### src/rtl/dma_pkg.sv
// Shared types, constants and burst sizing helper for the DMA master.
// AXI width macros normally come from the AXI define file; defaults below
// apply only when that file has not already been included.
`ifndef AXI_IDS_BITS
`define AXI_IDS_BITS 4
`endif
`ifndef AXI_ADDR_BITS
`define AXI_ADDR_BITS 32
`endif
`ifndef AXI_LEN_BITS
`define AXI_LEN_BITS 4
`endif
`ifndef AXI_SIZE_BITS
`define AXI_SIZE_BITS 3
`endif
`ifndef AXI_DATA_BITS
`define AXI_DATA_BITS 32
`endif
`ifndef AXI_STRB_BITS
`define AXI_STRB_BITS 4
`endif

package dma_pkg;

    localparam int unsigned AXI_ID_W   = `AXI_IDS_BITS;
    localparam int unsigned AXI_ADDR_W = `AXI_ADDR_BITS;
    localparam int unsigned AXI_LEN_W  = `AXI_LEN_BITS;
    localparam int unsigned AXI_SIZE_W = `AXI_SIZE_BITS;
    localparam int unsigned AXI_DATA_W = `AXI_DATA_BITS;
    localparam int unsigned AXI_STRB_W = `AXI_STRB_BITS;

    typedef enum logic [2:0] {
        S_IDLE  = 3'd0,
        S_RADDR = 3'd1,
        S_RDATA = 3'd2,
        S_WADDR = 3'd3,
        S_WDATA = 3'd4,
        S_WRESP = 3'd5,
        S_DONE  = 3'd6
    } dma_state_t;

    localparam logic [2:0]  DMA_SIZE_WORD  = 3'b010;
    localparam logic [1:0]  DMA_BURST_INCR = 2'b01;
    localparam logic [31:0] DMA_4K_MASK    = 32'h0000_0FFF;
    localparam logic [1:0]  DMA_RESP_OKAY  = 2'b00;

    // Words remaining before the next 4KB page boundary (1..1024).
    function automatic logic [31:0] words_to_4k(input logic [31:0] addr);
        return (32'h0000_1000 - (addr & DMA_4K_MASK)) >> 2;
    endfunction

    // Beats for the next burst: min(remaining, bmax, room in src page, room in dst page).
    function automatic logic [31:0] burst_beats(input logic [31:0] src,
                                                input logic [31:0] dst,
                                                input logic [31:0] rem,
                                                input int unsigned bmax);
        logic [31:0] n;
        n = rem;
        if (n > 32'(bmax))          n = 32'(bmax);
        if (n > words_to_4k(src))   n = words_to_4k(src);
        if (n > words_to_4k(dst))   n = words_to_4k(dst);
        return n;
    endfunction

endpackage

### src/rtl/dma_buf.sv
// Staging buffer: register array, synchronous write, combinational read.
module dma_buf
    import dma_pkg::*;
#(
    parameter int unsigned DEPTH = 16,
    parameter int unsigned DW    = AXI_DATA_W,
    parameter int unsigned AW    = (DEPTH > 1) ? $clog2(DEPTH) : 1
) (
    input  logic          clk,
    input  logic          we,
    input  logic [AW-1:0] waddr,
    input  logic [DW-1:0] wdata,
    input  logic [AW-1:0] raddr,
    output logic [DW-1:0] rdata
);

    logic [DW-1:0] mem [DEPTH];

    // Store one read beat per write strobe; contents are not reset.
    always_ff @(posedge clk) begin
        if (we) begin
            mem[waddr] <= wdata;
        end
    end

    assign rdata = mem[raddr];

endmodule

### src/rtl/dma_master.sv
// AXI4 read/write burst engine copying DMALEN words from DMASRC to DMADST.
// Optional completion interrupt enabled by defining DMA_IRQ_EN.
module dma_master
    import dma_pkg::*;
#(
    parameter int unsigned           BURST_MAX = 16,
    parameter logic [AXI_ID_W-1:0]   MASTER_ID = AXI_ID_W'(2)
) (
    input  logic                  clk,
    input  logic                  rst,
    input  logic                  DMAEN,
    input  logic [31:0]           DMASRC,
    input  logic [31:0]           DMADST,
    input  logic [31:0]           DMALEN,
    output logic [AXI_ID_W-1:0]   M_ARID,
    output logic [AXI_ADDR_W-1:0] M_ARAddr,
    output logic [AXI_LEN_W-1:0]  M_ARLen,
    output logic [AXI_SIZE_W-1:0] M_ARSize,
    output logic [1:0]            M_ARBurst,
    output logic                  M_ARValid,
    input  logic                  M_ARReady,
    input  logic [AXI_ID_W-1:0]   M_RID,
    input  logic [AXI_DATA_W-1:0] M_RData,
    input  logic [1:0]            M_RResp,
    input  logic                  M_RLast,
    input  logic                  M_RValid,
    output logic                  M_RReady,
    output logic [AXI_ID_W-1:0]   M_AWID,
    output logic [AXI_ADDR_W-1:0] M_AWAddr,
    output logic [AXI_LEN_W-1:0]  M_AWLen,
    output logic [AXI_SIZE_W-1:0] M_AWSize,
    output logic [1:0]            M_AWBurst,
    output logic                  M_AWValid,
    input  logic                  M_AWReady,
    output logic [AXI_DATA_W-1:0] M_WData,
    output logic [AXI_STRB_W-1:0] M_WStrb,
    output logic                  M_WLast,
    output logic                  M_WValid,
    input  logic                  M_WReady,
    input  logic [AXI_ID_W-1:0]   M_BID,
    input  logic [1:0]            M_BResp,
    input  logic                  M_BValid,
    output logic                  M_BReady,
    output logic                  DMA_done,
    output logic                  DMA_err
`ifdef DMA_IRQ_EN
    ,
    output logic                  DMA_irq,
    input  logic                  DMA_irq_clr
`endif
);

    localparam int unsigned BUF_AW = (BURST_MAX > 1) ? $clog2(BURST_MAX) : 1;
    localparam int unsigned CNT_W  = $clog2(BURST_MAX + 1);

    dma_state_t        state_q, state_n;
    logic [31:0]       src_q, src_n;
    logic [31:0]       dst_q, dst_n;
    logic [31:0]       rem_q, rem_n;
    logic [CNT_W-1:0]  beats_q, beats_n;
    logic [CNT_W-1:0]  rcnt_q, rcnt_n;
    logic [CNT_W-1:0]  wcnt_q, wcnt_n;
    logic [AXI_LEN_W-1:0] len_q;
    logic              err_n;
    logic              buf_we;
    logic [AXI_DATA_W-1:0] buf_rdata;

    // Fixed AXI attributes.
    assign M_ARID    = MASTER_ID;
    assign M_AWID    = MASTER_ID;
    assign M_ARSize  = AXI_SIZE_W'(DMA_SIZE_WORD);
    assign M_AWSize  = AXI_SIZE_W'(DMA_SIZE_WORD);
    assign M_ARBurst = DMA_BURST_INCR;
    assign M_AWBurst = DMA_BURST_INCR;
    assign M_WStrb   = {AXI_STRB_W{1'b1}};
    assign M_ARAddr  = AXI_ADDR_W'(src_q);
    assign M_AWAddr  = AXI_ADDR_W'(dst_q);
    assign M_ARLen   = len_q;
    assign M_AWLen   = len_q;

    // RID/BID are not checked (single master ID, one burst outstanding);
    // RLast is ignored because the beat counter decides the burst end.
    logic unused_ok;
    assign unused_ok = ^{M_RID, M_BID, M_RLast};

    dma_buf #(
        .DEPTH (BURST_MAX),
        .DW    (AXI_DATA_W),
        .AW    (BUF_AW)
    ) u_buf (
        .clk   (clk),
        .we    (buf_we),
        .waddr (BUF_AW'(rcnt_q)),
        .wdata (M_RData),
        .raddr (BUF_AW'(wcnt_n)),
        .rdata (buf_rdata)
    );

    // State, datapath and registered-output update.
    always_ff @(posedge clk or negedge rst) begin
        if (!rst) begin
            state_q   <= S_IDLE;
            src_q     <= '0;
            dst_q     <= '0;
            rem_q     <= '0;
            beats_q   <= '0;
            rcnt_q    <= '0;
            wcnt_q    <= '0;
            len_q     <= '0;
            M_ARValid <= 1'b0;
            M_RReady  <= 1'b0;
            M_AWValid <= 1'b0;
            M_WValid  <= 1'b0;
            M_WLast   <= 1'b0;
            M_WData   <= '0;
            M_BReady  <= 1'b0;
            DMA_done  <= 1'b0;
            DMA_err   <= 1'b0;
        end else begin
            state_q   <= state_n;
            src_q     <= src_n;
            dst_q     <= dst_n;
            rem_q     <= rem_n;
            beats_q   <= beats_n;
            rcnt_q    <= rcnt_n;
            wcnt_q    <= wcnt_n;
            len_q     <= AXI_LEN_W'(beats_n - CNT_W'(1));
            M_ARValid <= (state_n == S_RADDR);
            M_RReady  <= (state_n == S_RDATA);
            M_AWValid <= (state_n == S_WADDR);
            M_WValid  <= (state_n == S_WDATA);
            M_WLast   <= (state_n == S_WDATA) && (wcnt_n == beats_n - CNT_W'(1));
            M_WData   <= buf_rdata;
            M_BReady  <= (state_n == S_WRESP);
            DMA_done  <= (state_n == S_DONE);
            DMA_err   <= err_n;
        end
    end

    // Next-state and datapath decode.
    always_comb begin
        state_n = state_q;
        src_n   = src_q;
        dst_n   = dst_q;
        rem_n   = rem_q;
        rcnt_n  = rcnt_q;
        wcnt_n  = wcnt_q;
        err_n   = DMA_err;
        buf_we  = 1'b0;

        unique case (state_q)
            S_IDLE: begin
                src_n = DMASRC;
                dst_n = DMADST;
                rem_n = DMALEN;
                err_n = 1'b0;
                if (DMAEN) begin
                    state_n = (DMALEN == 32'd0) ? S_DONE : S_RADDR;
                end
            end
            S_RADDR: begin
                if (M_ARReady) begin
                    state_n = S_RDATA;
                end
            end
            S_RDATA: begin
                if (M_RValid) begin
                    buf_we = 1'b1;
                    rcnt_n = rcnt_q + CNT_W'(1);
                    if (M_RResp != DMA_RESP_OKAY) begin
                        err_n = 1'b1;
                    end
                    if (rcnt_q == beats_q - CNT_W'(1)) begin
                        state_n = S_WADDR;
                    end
                end
            end
            S_WADDR: begin
                if (M_AWReady) begin
                    state_n = S_WDATA;
                end
            end
            S_WDATA: begin
                if (M_WReady) begin
                    wcnt_n = wcnt_q + CNT_W'(1);
                    if (wcnt_q == beats_q - CNT_W'(1)) begin
                        state_n = S_WRESP;
                    end
                end
            end
            S_WRESP: begin
                if (M_BValid) begin
                    if (M_BResp != DMA_RESP_OKAY) begin
                        err_n = 1'b1;
                    end
                    src_n   = src_q + (32'(beats_q) << 2);
                    dst_n   = dst_q + (32'(beats_q) << 2);
                    rem_n   = rem_q - 32'(beats_q);
                    rcnt_n  = '0;
                    wcnt_n  = '0;
                    state_n = (rem_n == 32'd0) ? S_DONE : S_RADDR;
                end
            end
            S_DONE: begin
                if (!DMAEN) begin
                    state_n = S_IDLE;
                end
            end
            default: begin
                state_n = S_IDLE;
            end
        endcase
    end

    // Burst size follows the address/length registers as they will be next cycle.
    assign beats_n = CNT_W'(burst_beats(src_n, dst_n, rem_n, BURST_MAX));

`ifdef DMA_IRQ_EN
    // Completion interrupt: set on entry to DONE, cleared by DMA_irq_clr (clear wins).
    always_ff @(posedge clk or negedge rst) begin
        if (!rst) begin
            DMA_irq <= 1'b0;
        end else if (DMA_irq_clr) begin
            DMA_irq <= 1'b0;
        end else if ((state_n == S_DONE) && (state_q != S_DONE)) begin
            DMA_irq <= 1'b1;
        end
    end
`endif

endmodule

### config.mk
export PLATFORM = sky130hd
export DESIGN_NAME = dma_master
export DESIGN_NICKNAME = d
export VERILOG_FILES = /design/src/rtl/dma_pkg.sv /design/src/rtl/dma_buf.sv /design/src/rtl/dma_master.sv
export SDC_FILE = /design/constraint.sdc
export NUM_CORES = 1
export LEC_CHECK = 0
export CAP_MARGIN = 20
export CORE_ASPECT_RATIO = 0.75
export CORE_MARGIN = 1.5
export CORE_UTILIZATION = 40
export DETAILED_ROUTE_END_ITERATION = 8
export GPL_TIMING_DRIVEN = 0
export PLACE_DENSITY_LB_ADDON = 0.1
export SLEW_MARGIN = 30
export SYNTH_ARGS = -nofsm -noshare
export SYNTH_HDL_FRONTEND = slang
export SYNTH_SLANG_ARGS = --single-unit
### constraint.sdc
create_clock -name clk -period 16.8 [get_ports clk]
set_clock_uncertainty 0.2 [all_clocks]
set_input_delay 1.68 -clock clk [delete_from_list [all_inputs] [get_ports clk]]
set_output_delay 1.68 -clock clk [all_outputs]
set_load 0.01 [all_outputs]
==> run_results.csv, run 1 <==
group,metric,value,unit
grt,track_usage,0.2665,
grt,grt_pass1_wl,153100,µm
cells_and_area,area_growth,21.97,%
worst_setup_path,cp-start-kind,"input port",
power,powerDensity,182.8,mW/mm²
clock_network,cts_buffer_depth,3,
detailed_routing,vias,23685,
timing,setup-violations-final,0,
floorplan,start_util,0.4041,
timing,finalSetupTns,0,ns
synth,syn-cell-area,0.03040,mm²
synth,synthAdderAreaFrac,0.02009,
synth,synth_top_area_frac,0.5058,
synth,synth_mux_area_frac,0.002017,
status,status,"completed",
detailed_routing,final_antenna_net_count,0,
synth,yosysTopAreaCell,"edfxtp_1",
synth,yosys.cell_count.top_type,"nand2_1",
synth,synthXorXnorAreaFrac,0.01803,
grt,grt_max_degree,71,
power,p_leak,0.01369,µW
power,vdd_drop_max,0.08484,mV
detailed_routing,wl_met1,48460,µm
synth,synth_top_family_by_area,"simple AND/OR/NAND/NOR gates",
clock_network,cts-htree-levels,3,
synth,synth-seq-cells,670,
timing,max_freq,79.52,MHz
placement,hpwlAfterDp,74670,µm
cells_and_area,layout-drive-gt1-share,0.06890,
timing,fin_crit,12.58,ns
synth,synth_common_cells,"nand2_1 (656), edfxtp_1 (512), nand3_1 (166)",
floorplan,io_pins,283,
grt,grt.overflow.total,0,
clock_network,cts_setup_buffers,0,
synth,ys_warn_count,0,
detailed_routing,dr.pass1.iters,6,
placement,io_buffers,250,
worst_hold_path,hold_path_class,"flop to flop",
worst_setup_path,slowest_stage,"clkbuf_1",
clock_network,tritoncts,"yes",
timing,drv_slew,0,
floorplan,coreArea,0.07522,mm²
power,power,6776,µW
detailed_routing,wl,104700,µm
synth,synth_edf_count,512,
floorplan,die-area,0.07767,mm²
synth,ys.flop_type,"edfxtp_1",
detailed_routing,drt_iter0_markers,2231,
detailed_routing,viasPerCell,5.654,
clock_network,cts_buffers,71,
clock_network,postCtsResizedCells,0,
floorplan,die_h,241.7,µm
grt,grt_pass1_vias,22723,
synth,synth_area_leaders,"edfxtp_1 (51%), dfrtp_1 (13%), nand2_1 (8.1%)",
worst_setup_path,crit_fanout,10,
worst_setup_path,cp-end-kind,"flop",
synth,syn_avg_cell_area,11.21,µm²
clock_network,clock_sinks,670,
detailed_routing,remaining_drc_errors,0,
timing,worst_slew_pin_slew,0.9720,ns
floorplan,num_rows,87,
grt,antenna_found_initial,5,
timing,hold_viol,0,
timing,rsz0062_at_grt,"no",
placement,gp_congestion,0.9108,
clock_network,postCtsHoldBufs,0,
synth,synth_compound_area_frac,0.1062,
worst_setup_path,worstPathRequired,17.11,ns
synth,synth-async-reset-ratio,0.2358,
timing,slew_headroom,0.3520,
worst_setup_path,crit_type,"input port to flop",
clock_network,clk_pin_slew,0.06,ns
clock_network,clk_latency,0.62,ns
clock_network,cts-root-buf,"clkbuf_16",
worst_setup_path,critical_path.max_stage_delay,0.69,ns
synth,synthesis.instances,2712,
detailed_routing,top_layer,"met5",
worst_setup_path,crit_arrival,12.88,ns
cells_and_area,fillers,6776,
detailed_routing,met2_length,45730,µm
floorplan,die_w,321.3,µm
synth,synth-simple-area-share,0.1827,
detailed_routing,route.met3.wl,8023,µm
cells_and_area,nets,3301,
synth,yosysUniqueCellTypes,81,
synth,ys_seq_area_frac,0.6359,
job,cap_viol_max_count,0,
detailed_routing,wl_per_cell,24.99,µm
timing,fin_crit_sh,0.7486,
## logic make-up after synthesis
family,count (synthesis)
flip-flops,670
XOR/XNOR,61
buffers and inverters,253
adder cells (fa/ha/maj),47
AO/OA/AOI/OAI,468
multiplexers,6
other,2
AND/OR/NAND/NOR,1205
## flip-flops by register name, indices dropped and copies added, names as in the netlist
register   cells
M_WData       32
M_ARLen        4
M_WLast        1
M_BReady       1
DMA_done       1
M_ARAddr      32
DMA_err        1
rem_q         32
M_AWAddr      32
state_q        3
rcnt_q         5
M_WValid       1
M_AWValid      1
M_ARValid      1
beats_q        5
wcnt_q         5
M_RReady       1
u_buf.mem    512
## metrics by stage
step           hold slack (ns)  cell area (µm²)  cells    util  setup WS [ns]
2_1_floorplan           0.2905            30490   2738       -          7.705
3_3_place_gp            0.2939            34280   4011  0.4557          3.940
3_5_place_dp            0.3099            34750   4055  0.4620          3.801
4_1_cts                 0.3241            37070   4187  0.4928          4.413
5_1_grt                 0.3484            37070   4189  0.4929          3.747
6_report                0.3335            37070   4189  0.4929          4.224
## power by group
| group | total [µW] | switching, µW | leakage [µW] | internal [µW] |
|---|---|---|---|---|
| sequential | 2230 | 206 | 0.00651 | 2020 |
| clock | 1590 | 672 | 0.00112 | 916 |
| combinational | 2960 | 1920 | 0.00606 | 1040 |
| total | 6780 | 2790 | 0.0137 | 3980 |
## area by class of cell
type | count | area (µm²) | area share
flip-flops and latches | 670 | 19330 | 0.5213
multi-input cells | 1815 | 10180 | 0.2747
repair buffers | 294 | 2900 | 0.07823
clock buffers | 103 | 2052 | 0.05535
well taps | 1023 | 1280 | 0.03452
plain buffers | 190 | 820.8 | 0.02214
clock inverters | 29 | 267.8 | 0.007222
inverters | 63 | 236.5 | 0.006378
diodes | 2 | 5.005 | 0.0001350
## final timing paths
path / start / cells after the start / end / slack [ns]
worst min register to register: M_AWAddr[0] / 2 / M_AWAddr[0] / 0.33
worst min-delay path: M_AWAddr[0] / 2 / M_AWAddr[0] / 0.33
min in group asynchronous: rst / 1 / M_AWAddr[22] / 0.74
worst max-delay path: M_BValid / 33 / M_WLast / 4.22
max in group asynchronous: rst / 3 / rem_q[16] / 14.58
worst max register to register: beats_q[0] / 36 / M_WLast / 5.16
## layout by cell type (no fill, tap or decap), types with 12 or more instances in the layout
cell type	netlist	layout
conb_1	2	28
dfrtp_1	158	158
buf_4	26	27
nand4_1	23	23
a221o_1	19	19
clkdlybuf4s50_1	0	249
a31oi_1	46	46
a311oi_1	96	96
xor2_1	15	15
buf_2	2	36
nand2_1	656	656
or3_1	23	23
a21oi_1	104	104
nor3b_1	12	12
nor2_1	90	86
clkbuf_1	146	167
edfxtp_1	512	512
ha_1	44	44
nor3_1	44	44
buf_1	15	15
xnor2_1	45	45
nand2b_1	12	12
clkbuf_16	0	75
nor4_1	39	35
o21ai_0	77	77
and3_1	79	79
inv_1	60	60
o22ai_1	19	19
nand3_1	166	166
## critical path: cells and delay by family
| kind | cells | cell delay, ns |
|---|---|---|
| xor gates and xnor gates | 1 | 0.11 |
| buffers and inverters | 6 | 3.05 |
| and+or+nand+nor | 9 | 3.13 |
| adders and majority gates | 3 | 0.91 |
| AOI/OAI and AO/OA | 14 | 3.98 |
## layer usage
layer / GRT usage / up-vias
met5: 0 / -
met4: 0.06632 / 2
met3: 0.05377 / 145
met2: 0.3940 / 917
met1: 0.3997 / 11878
li1: - / 10743
(Power assumes the default switching activity.)
==> run 2, diff against run 1 <==
- clock period: 16.8 -> 10.4 ns (I/O delays scaled with it)
==> run_results.csv, run 2 (same netlist as run 1, synthesis figures left out) <==
group,metric,value,unit
detailed_routing,vias,23725,
power,comb_power_share,0.441,
worst_setup_path,crit_type,"flop to flop",
detailed_routing,remaining_drc_errors,0,
detailed_routing,drt_iter0_markers,2253,
floorplan,die-area,0.07767,mm²
placement,gp_congestion,0.9108,
job,cap_viol_max_count,0,
clock_network,clk_pin_slew,0.06,ns
timing,worst_slack,0.4219,ns
worst_setup_path,crit_fanout,10,
clock_network,cts_buffers,71,
timing,worst_slew_pin_slew,0.9809,ns
detailed_routing,wl_per_cell,24.95,µm
timing,max_freq,100.2,MHz
worst_setup_path,cp-start-kind,"flop",
worst_setup_path,r2r_cells,35,
status,status,"completed",
floorplan,die_h,241.7,µm
cells_and_area,area_growth,22.56,%
cells_and_area,regMostFlops,"u_buf.mem",
timing,rsz0062_at_grt,"no",
power,powerDensity,296.2,mW/mm²
timing,slew_headroom,0.3461,
floorplan,coreArea,0.07522,mm²
worst_setup_path,cp-end-kind,"flop",
clock_network,clock_sinks,670,
clock_network,clk_latency,0.62,ns
placement,io_buffers,250,
power,p_clk_frac,0.232,
grt,antenna_found_initial,5,
floorplan,io_pins,283,
grt,track_usage,0.2668,
detailed_routing,viasPerCell,5.645,
placement,place_ws,-1.959,ns
cells_and_area,nets,3313,
worst_setup_path,cp.depth,35,
floorplan,start_util,0.4041,
worst_setup_path,r2r_start,"beats_q[0]",
grt,grt.overflow.total,0,
worst_setup_path,path_buf_inv,5,
worst_setup_path,slowest_stage,"or4_1",
placement,dp.cells,4055,
worst_setup_path,cp_common_cell,"ha_1",
worst_setup_path,worstPathRequired,10.72,ns
power,vdd_drop_max,0.1371,mV
cells_and_area,mostFrequentLayoutCells,"nand2_1 (656), edfxtp_1 (512), clkdlybuf4s50_1 (249)",
cells_and_area,instances_no_fill,4203,
clock_network,cts-htree-levels,3,
timing,fin_crit_sh,0.9594,
worst_setup_path,crit_family,"simple AND/OR/NAND/NOR gates",
power,power_frac_seq,0.326,
cells_and_area,mostFrequentLayoutCell,"nand2_1",
placement,hpwlAfterDp,74670,µm
power,power,11030,µW
clock_network,cts_buffer_depth,3,
timing,drv_slew,0,
timing,hold_viol,0,
detailed_routing,dr.pass1.iters,5,
worst_hold_path,hold_path_class,"input port to async pin",
floorplan,num_rows,87,
worst_setup_path,critical_path.max_stage_delay,0.58,ns
timing,fin_crit,9.978,ns
grt,grt_pass1_wl,153300,µm
floorplan,die_w,321.3,µm
clock_network,cts-root-buf,"clkbuf_16",
grt,grt_max_degree,71,
grt,grt_pass1_vias,22763,
detailed_routing,final_antenna_net_count,0,
worst_setup_path,startpoint,"beats_q[0]",
power,p_leak,0.01377,µW
cells_and_area,layout-drive-gt1-share,0.07809,
power,switching_share,0.4136,
clock_network,tritoncts,"yes",
timing,setup-violations-final,0,
worst_setup_path,crit_arrival,10.30,ns
power,internal_power,6470,µW
cells_and_area,largest_reg_flops,512,
power,power_switching,4563,µW
detailed_routing,wl,104900,µm
==> run 2: layout make-up <==
class                           count  area [µm²]
Tap cell                         1023        1280
Clock buffer                      103        2052
Clock inverter                     29       267.8
Sequential cell                   670       19330
Fill cell                        6776       37960
Antenna cell                        4       10.01
Multi-Input combinational cell   1815       10260
Timing Repair Buffer              306        2990
Buffer                            190       825.8
Inverter                           63       240.2
==> run 2: repair_timing <==
action | CTS | global route
hold endpoints to repair | 0 | 0
pin swaps | 1 | 4
setup endpoints to repair | 2 | 1
hold buffers | 0 | 0
gates resized for setup | 13 | 13
buffers inserted | 2 | 10
==> run 2: worst paths after layout <==
kind                                     end  slack [ns]
min in group clk                 M_AWAddr[1]        0.33
worst max-delay path                 M_WLast        0.42
worst min register to register   M_AWAddr[1]        0.33
max in group asynchronous          rem_q[16]        8.81
worst min-delay path            M_AWAddr[22]         0.1
worst max register to register       M_WLast        0.42
==> run 2: power groups by stage <==
stage	Sequential [µW]	Combinational, µW	Clock (µW)
final	3600	4870	2560
after global placement	3650	4650	0
after floorplan	3660	2630	0
after global routing	3640	5270	2720
after detailed placement	3650	4710	0
after CTS	3600	4760	2600
==> run 2: through the flow <==
step | hold slack, ns | cell area [µm²] | utilization | setup TNS, ns
final | 0.09754 | 37250 | 0.4953 | 0
after global routing | 0.09040 | 37250 | 0.4952 | 0
after CTS | 0.08366 | 37120 | 0.4935 | 0
after detailed placement | 0.3099 | 34750 | 0.4620 | -4.496
after global placement | 0.2939 | 34280 | 0.4557 | -4.107
after floorplan | 0.2905 | 30490 | - | 0
==> run 2: routing by layer <==
layer	vias to the layer above	share of wire	track usage	routed length (µm)
met5	-	0.00011	0	12
met4	2	0.022	0.06673	2314
met3	141	0.079	0.05394	8261
met2	929	0.44	0.3944	45890
met1	11880	0.46	0.3999	48380
li1	10773	-	-	-
==> run 3, diff against run 2 <==
- CORE_UTILIZATION: 40 -> 52
==> run_results.csv, run 3 (same netlist as run 1, synthesis figures left out) <==
group,metric,value,unit
placement,hpwlAfterDp,69840,µm
clock_network,tritoncts,"yes",
power,p_leak,0.01375,µW
timing,setup-violations-final,0,
grt,grt_pass1_vias,22582,
cells_and_area,largest_reg_flops,512,
floorplan,start_util,0.5275,
worst_setup_path,reg2reg_to,"M_WLast",
cells_and_area,multi_input_area,0.01027,mm²
detailed_routing,wl_per_cell,24.81,µm
placement,io_buffers,250,
timing,hold_viol,0,
placement,place_area,0.03452,mm²
grt,grt.overflow.total,0,
power,powerDensity,295.3,mW/mm²
clock_network,clk_latency,0.62,ns
clock_network,clock_sinks,670,
worst_setup_path,path_buf_inv,4,
worst_setup_path,slowest_stage,"or4_1",
timing,slew_headroom,0.3953,
grt,grt_util_met1,0.4812,
job,cap_viol_max_count,0,
detailed_routing,remaining_drc_errors,0,
power,power_frac_seq,0.330,
worst_setup_path,crit_type,"flop to flop",
grt,grt_pass1_wl,143700,µm
worst_setup_path,r2r_cells,37,
cells_and_area,fin_util,0.6422,
worst_setup_path,r2r_start,"beats_q[0]",
detailed_routing,drt_iter0_markers,3273,
timing,max_freq,99.23,MHz
clock_network,clk_pin_slew,0.07,ns
cells_and_area,fillers,4558,
cells_and_area,mostFrequentLayoutCell,"nand2_1",
grt,antenna_found_initial,9,
timing,fin_crit_sh,0.9690,
timing,worst_slack,0.3222,ns
timing,drv_slew,0,
grt,gr-usage-met2,0.4756,
grt,track_usage,0.3267,
detailed_routing,final_antenna_net_count,0,
power,switching_share,0.4089,
floorplan,coreArea,0.05763,mm²
clock_network,cts_buffer_depth,3,
cells_and_area,design_area,0.03700,mm²
worst_setup_path,cp-end-kind,"flop",
floorplan,die-area,0.05993,mm²
cells_and_area,layout-drive-gt1-share,0.07797,
worst_setup_path,cp-start-kind,"flop",
floorplan,num_rows,76,
worst_setup_path,crit_fanout,10,
power,power_switching,4468,µW
placement,place_ws,-1.694,ns
worst_setup_path,critical_path.max_stage_delay,0.59,ns
timing,worst_slew_pin_slew,0.9070,ns
power,internal_power,6458,µW
worst_setup_path,r2r_setup_slack,0.32,ns
timing,fin_crit,10.08,ns
power,p_clk_frac,0.230,
floorplan,die_h,212.4,µm
cells_and_area,mostFrequentLayoutCells,"nand2_1 (656), edfxtp_1 (512), clkdlybuf4s50_1 (249)",
worst_setup_path,worstPathRequired,10.68,ns
worst_hold_path,hold_path_class,"input port to async pin",
clock_network,postCtsHoldBufs,0,
detailed_routing,wl,98080,µm
power,comb_power_share,0.440,
grt,grt_max_degree,76,
floorplan,io_pins,283,
clock_network,cts-htree-levels,3,
detailed_routing,dr.pass1.iters,6,
detailed_routing,viasPerCell,6.099,
worst_setup_path,crit_arrival,10.36,ns
clock_network,cts_buffers,67,
worst_setup_path,cp_common_cell,"ha_1",
grt,grtUsageMet3,0.07923,
power,vdd_drop_max,0.1553,mV
grt,top_usage_layer,"met1",
worst_setup_path,crit_family,"simple AND/OR/NAND/NOR gates",
detailed_routing,vias,24114,
cells_and_area,regArea,0.01933,mm²
cells_and_area,regMostFlops,"u_buf.mem",
worst_setup_path,cp.depth,37,
placement,gp_congestion,0.9512,
cells_and_area,nets,3311,
cells_and_area,area_growth,21.74,%
floorplan,die_w,282.2,µm
status,status,"completed",
clock_network,cts-root-buf,"clkbuf_16",
## run 3: power groups by stage
stage / Combinational (µW) / Sequential (µW) / Clock (µW)
finish: 4810 / 3600 / 2510
global route: 5150 / 3640 / 2650
CTS: 4630 / 3590 / 2540
detailed placement: 4590 / 3640 / 0
global placement: 4490 / 3640 / 0
floorplan: 2630 / 3660 / 0
## run 3: how the worst max path moves through the flow
stage	startpoint	end	slack (ns)
floorplan	beats_q[0]	M_WLast	1.84
global placement	M_BValid	M_WLast	-1.69
detailed placement	M_BValid	M_WLast	-1.69
CTS	beats_q[0]	M_WLast	0.04
global route	beats_q[0]	M_WLast	-0.01
finish	beats_q[0]	M_WLast	0.32
## run 3: layer usage
layer	share of wire	up-vias
met1	0.42	11778
met3	0.11	180
li1	-	10747
met2	0.44	1407
met5	0.00013	-
met4	0.030	2
## run 3: per-stage QoR
stage	TNS (ns)	hold WS (ns)	total power [µW]	instances
floorplan	0	0.2905	6286	2738
global placement	-3.246	0.2943	8132	3768
detailed placement	-3.052	0.2951	8232	3813
CTS	0	0.1257	10760	3937
global route	-0.01357	0.1428	11430	3954
finish	0	0.1154	10930	3954
## run 3: timing repair
| action | CTS | global route |
|---|---|---|
| setup buffers | 2 | 11 |
| pin swaps | 1 | 5 |
| gates resized for setup | 12 | 18 |
| setup endpoints to repair | 1 | 1 |
| hold endpoints to repair | 0 | 0 |
## run 3: layout make-up
cell class | instances | share of cell area
flip-flops and latches | 670 | 0.5224
multi-input cells | 1815 | 0.2777
repair buffers | 308 | 0.08318
clock buffers | 86 | 0.04977
well taps | 780 | 0.02637
plain buffers | 190 | 0.02232
clock inverters | 36 | 0.01139
inverters | 63 | 0.006492
diodes | 6 | 0.0004057
